$ cat config.mk
export PLATFORM = sky130hd
export DESIGN_NAME = mem_arbiter
export DESIGN_NICKNAME = d
export VERILOG_FILES = /design/src/rtl/mem_arbiter.sv
export SDC_FILE = /design/constraint.sdc
export NUM_CORES = 1
export LEC_CHECK = 0
export ABC_AREA = 1
export BUFFER_PORTS_ARGS = -buffer_cell sky130_fd_sc_hd__buf_2
export CORE_MARGIN = 4
export CORE_UTILIZATION = 35
export DETAILED_ROUTE_END_ITERATION = 10
export HOLD_SLACK_MARGIN = 0.12
export PLACE_DENSITY = 0.7
export SETUP_SLACK_MARGIN = 0.15
export SLEW_MARGIN = 20
export SYNTH_ARGS = -nofsm -noshare
export SYNTH_HDL_FRONTEND = slang
export SYNTH_SLANG_ARGS = --single-unit
export TNS_END_PERCENT = 30
$ cat constraint.sdc
create_clock -name clk -period 3.9 [get_ports clk]
set_input_delay 0.39 -clock clk [delete_from_list [all_inputs] [get_ports clk]]
set_output_delay 0.39 -clock clk [all_outputs]
set_load 0.01 [all_outputs]
$ cat src/rtl/mem_arbiter.sv
// Shared main-memory port arbiter between the I-cache miss path and the D-cache
// miss/writeback path: D priority with a streak limit, one transaction in flight.
module mem_arbiter #(
  parameter int unsigned MAX_D_STREAK = 3,
  parameter int unsigned TIMEOUT      = 64
) (
  input  logic        clk,
  input  logic        rst,
  input  logic        i_req,
  input  logic [15:0] i_addr,
  output logic [15:0] i_data_out,
  output logic        i_done,
  input  logic        d_req,
  input  logic        d_wr,
  input  logic [15:0] d_addr,
  input  logic [15:0] d_data_in,
  output logic [15:0] d_data_out,
  output logic        d_done,
  output logic        mem_rd,
  output logic        mem_wr,
  output logic [15:0] mem_addr,
  output logic [15:0] mem_data_in,
  input  logic        mem_stall,
  input  logic        mem_done,
  input  logic [15:0] mem_data_out,
  output logic        busy,
  output logic        owner,
  output logic        err
);

  typedef enum logic [1:0] {IDLE, ISSUE, WAIT, RESP} state_e;

  localparam logic [3:0] STREAK_MAX = 4'(MAX_D_STREAK);
  localparam logic [7:0] TCNT_LAST  = 8'(TIMEOUT - 1);

  state_e      state_q, state_d;
  logic        owner_q, owner_d;
  logic        wr_q, wr_d;
  logic        err_q, err_d;
  logic [15:0] addr_q, addr_d;
  logic [15:0] wdata_q, wdata_d;
  logic [15:0] i_data_q, i_data_d;
  logic [15:0] d_data_q, d_data_d;
  logic [3:0]  streak_q, streak_d;
  logic [7:0]  tcnt_q, tcnt_d;
  logic        grant_d;

  always_comb begin
    state_d  = state_q;
    owner_d  = owner_q;
    wr_d     = wr_q;
    err_d    = err_q;
    addr_d   = addr_q;
    wdata_d  = wdata_q;
    i_data_d = i_data_q;
    d_data_d = d_data_q;
    streak_d = streak_q;
    tcnt_d   = tcnt_q;
    grant_d  = 1'b0;

    unique case (state_q)
      IDLE: begin
        if (i_req || d_req) begin
          // D wins unless I is also waiting and D has used up its streak
          grant_d = d_req && (!i_req || (streak_q < STREAK_MAX));
          owner_d = grant_d;
          addr_d  = grant_d ? d_addr : i_addr;
          wr_d    = grant_d && d_wr;
          wdata_d = grant_d ? d_data_in : '0;
          if (grant_d && i_req)
            streak_d = (streak_q == 4'hF) ? streak_q : streak_q + 4'd1;
          else
            streak_d = '0;
          state_d = ISSUE;
        end
      end
      ISSUE: begin
        if (!mem_stall) begin
          tcnt_d  = '0;
          state_d = WAIT;
        end
      end
      WAIT: begin
        tcnt_d = tcnt_q + 8'd1;
        if (mem_done) begin
          if (!owner_q)    i_data_d = mem_data_out;
          else if (!wr_q)  d_data_d = mem_data_out;
          state_d = RESP;
        end else if (tcnt_q == TCNT_LAST) begin
          err_d = 1'b1;
          if (!owner_q) i_data_d = '0;
          else          d_data_d = '0;
          state_d = RESP;
        end
      end
      RESP: state_d = IDLE;
      default: state_d = IDLE;
    endcase
  end

  always_ff @(posedge clk) begin
    if (rst) begin
      state_q  <= IDLE;
      owner_q  <= 1'b0;
      wr_q     <= 1'b0;
      err_q    <= 1'b0;
      addr_q   <= '0;
      wdata_q  <= '0;
      i_data_q <= '0;
      d_data_q <= '0;
      streak_q <= '0;
      tcnt_q   <= '0;
    end else begin
      state_q  <= state_d;
      owner_q  <= owner_d;
      wr_q     <= wr_d;
      err_q    <= err_d;
      addr_q   <= addr_d;
      wdata_q  <= wdata_d;
      i_data_q <= i_data_d;
      d_data_q <= d_data_d;
      streak_q <= streak_d;
      tcnt_q   <= tcnt_d;
    end
  end

  assign busy        = (state_q != IDLE);
  assign owner       = owner_q;
  assign err         = err_q;
  assign mem_rd      = (state_q == ISSUE) && !wr_q;
  assign mem_wr      = (state_q == ISSUE) && wr_q;
  assign mem_addr    = addr_q;
  assign mem_data_in = wdata_q;
  assign i_done      = (state_q == RESP) && !owner_q;
  assign d_done      = (state_q == RESP) && owner_q;
  assign i_data_out  = i_data_q;
  assign d_data_out  = d_data_q;

endmodule

==> out/qor.yml <==
outcome: "finished, final reports clean"
p_leak_nw: 2.660
yosysTopAreaCell: "dfxtp_1"
critPathKind: "flip-flop to flip-flop"
die_height_um: 112.8
start_util: 0.3656
avgSynthCellArea_um2: 6.789
numPortBuffers: 141
grt_pass1_wl_um: 15260
final_max_slew_viol_count: 0
numCtsBuffers: 9
ioPinCount: 142
yosysTopAreaCellShare: 0.4220
synth_xor_area_frac: 0
core-area_um2: 10510
critical_path_arrival_ps: 2300
clkSinkCount: 81
tns_ps: 0
hold_viol: 0
final_antenna_net_count: 0
grt-ovfl-total: 0
fin_nets: 770
setup.worst_path.end_class: "flip-flop"
synth_compound_area_frac: 0.07848
syn_inst: 566
ir_drop_mv: 0.2747
synthesis.area_um2: 3842
maxCapViolations: 0
grt_max_degree: 40
period_minus_slack_ps: 2055
crit_fanout: 19
slew_headroom: 0.4844
fin_skew_ps: 12.24
clk_pin_slew_ps: 90
ys_types: 30
clk_path_buf_depth: 2
ys_seq_area_frac: 0.4220
async_flop_share: 0
drive_above_1_share: 0.2708
synth_edf_count: 0
setup_viol: 0
area_growth_pct: 23.77
grt_pass1_vias: 3236
gp_congestion: 0.7904
cts_tree: "built"
ys_ff_latch: 81
post_cts_buffers: 0
synth.area.top_cells: "dfxtp_1, nand2_1, nor2_1, inv_1, nand3_1"
synth_adder_area_share: 0.01954
synth_top_family_by_area: "simple AND/OR/NAND/NOR gates"
detail_route.wirelength_um: 9233
track_usage: 0.1437
hp-class: "input port to flip-flop"
synth_nets: 643
antenna_found_initial: 0
rsz0062_at_grt: "false"
cts_resized: 0
diodes: 0
cp-start-kind: "flip-flop"
yosysWarningCount: 0
dpl-instance-area_um2: 4568
first_iter_violations: 299
cts-root-buf: "clkbuf_8"
power_density_nw_per_um2: 545.2
die_area_um2: 12720
muxShareOfSynthArea: 0
first_pass_iters: 4
fin_area_um2: 4756
worstSkewPairLatency_ps: 340
fmax_mhz: 486.6
fp.dieW_um: 112.8
wl_per_cell_um: 11.07
row_count: 37
drc: 0
tightestPinTransition_ps: 773.2
post-route-period-util: 0.5269
num-fill-cells: 1126
htreeDepth: 3
place_hpwl_um: 6662
yosys_most_used_dff: "dfxtp_1"
required_ps: 4150
viasPerCell: 4.378
dr_total_vias: 3651
synthSimpleGateAreaFrac: 0.3588
cts_hold_buf: 0
worst max-delay path, cell delays in order, from the launching register on:
cell and delay, ps:
dfxtp_1 370, inv_1 90, ha_1 350, nand2_1 130, clkinv_1 460, nand2_4 370, nand2_1 80, nand2_1 60
nor2_1 40
where the power goes:
part / switching (mW) / internal (mW) / leakage (nW)
Sequential: 0.0905 / 0.984 / 0.661
Clock: 0.294 / 0.295 / 0.0933
Combinational: 0.587 / 0.342 / 1.91
per-layer routing:
metal	up-vias	global-route usage	wire length, µm
met5	-	0	0
met4	0	0.04006	76
li1	1976	-	-
met3	8	0.04599	847
met2	136	0.2164	3883
met1	1531	0.1982	4426
sequential cells by signal, indices dropped and copies added, names as in the netlist:
name / cells
wr_q: 1
mem_addr: 16
err: 1
owner: 1
mem_data_in: 16
state_q: 2
tcnt_q: 8
streak_q: 4
d_data_out: 16
i_data_out: 16
synth_stat cells, drive strengths merged, types with 2 or more instances:
library cell and n:
buf 17, nand3 49, dfxtp 81, nand4 5
o21ai 9, clkinv 3, inv 77, nand2 160
ha 6, a21oi 37, clkbuf 10, nor2 105
nor3 2
area by class of cell:
class	count	area [µm²]	area share
clock buffers	11	131.4	0.02762
repair buffers	143	720.7	0.1515
well taps	136	170.2	0.03578
inverters	80	300.3	0.06314
flip-flops and latches	81	1622	0.3410
multi-input cells	378	1755	0.3691
clock inverters	5	56.30	0.01184
final timing paths:
check | start | end | slack, ps | cells past startpoint
max | state_q[0]$_SDFFE_PP0P_ | d_data_out[10]$_SDFFE_PP0P_ | 1850 | 8
min | d_data_in[13] | mem_data_in[13]$_SDFFE_PP0P_ | 290 | 3
max reg2reg | state_q[0]$_SDFFE_PP0P_ | d_data_out[10]$_SDFFE_PP0P_ | 1850 | 8
min reg2reg | streak_q[2]$_SDFFE_PP0P_ | streak_q[2]$_SDFFE_PP0P_ | 450 | 2
cells in the final DEF (no fill, tap or decap), drive strengths merged, types with 2 or more instances in the layout:
cell type and instances:
nand2 160, buf 143, nor2 105, dfxtp 81, inv 77, nand3 49, a21oi 37, clkbuf 11
o21ai 9, ha 6, clkinv 6, nand4 5, nor3 2
stage by stage:
stage          hold slack, ps  worst slack, ps  std cells  total power [mW]  utilization
3_3_place_gp            436.8             1639        818             2.025       0.4347
4_1_cts                 256.8             1839        834             2.638       0.4526
2_1_floorplan           427.0             2394        566             1.771            -
6_report                286.1             1845        834             2.593       0.4526
3_5_place_dp            439.9             1611        818             2.034       0.4347
5_1_grt                 261.3             1610        834             2.821       0.4526
logic make-up after synthesis:
kind of cell	Yosys count
buffers and inverters	107
AOI/OAI and AO/OA	49
DFF	81
adders and majority gates	6
and+or+nand+nor	323
Note: power is estimated with default switching activity, not from simulation.
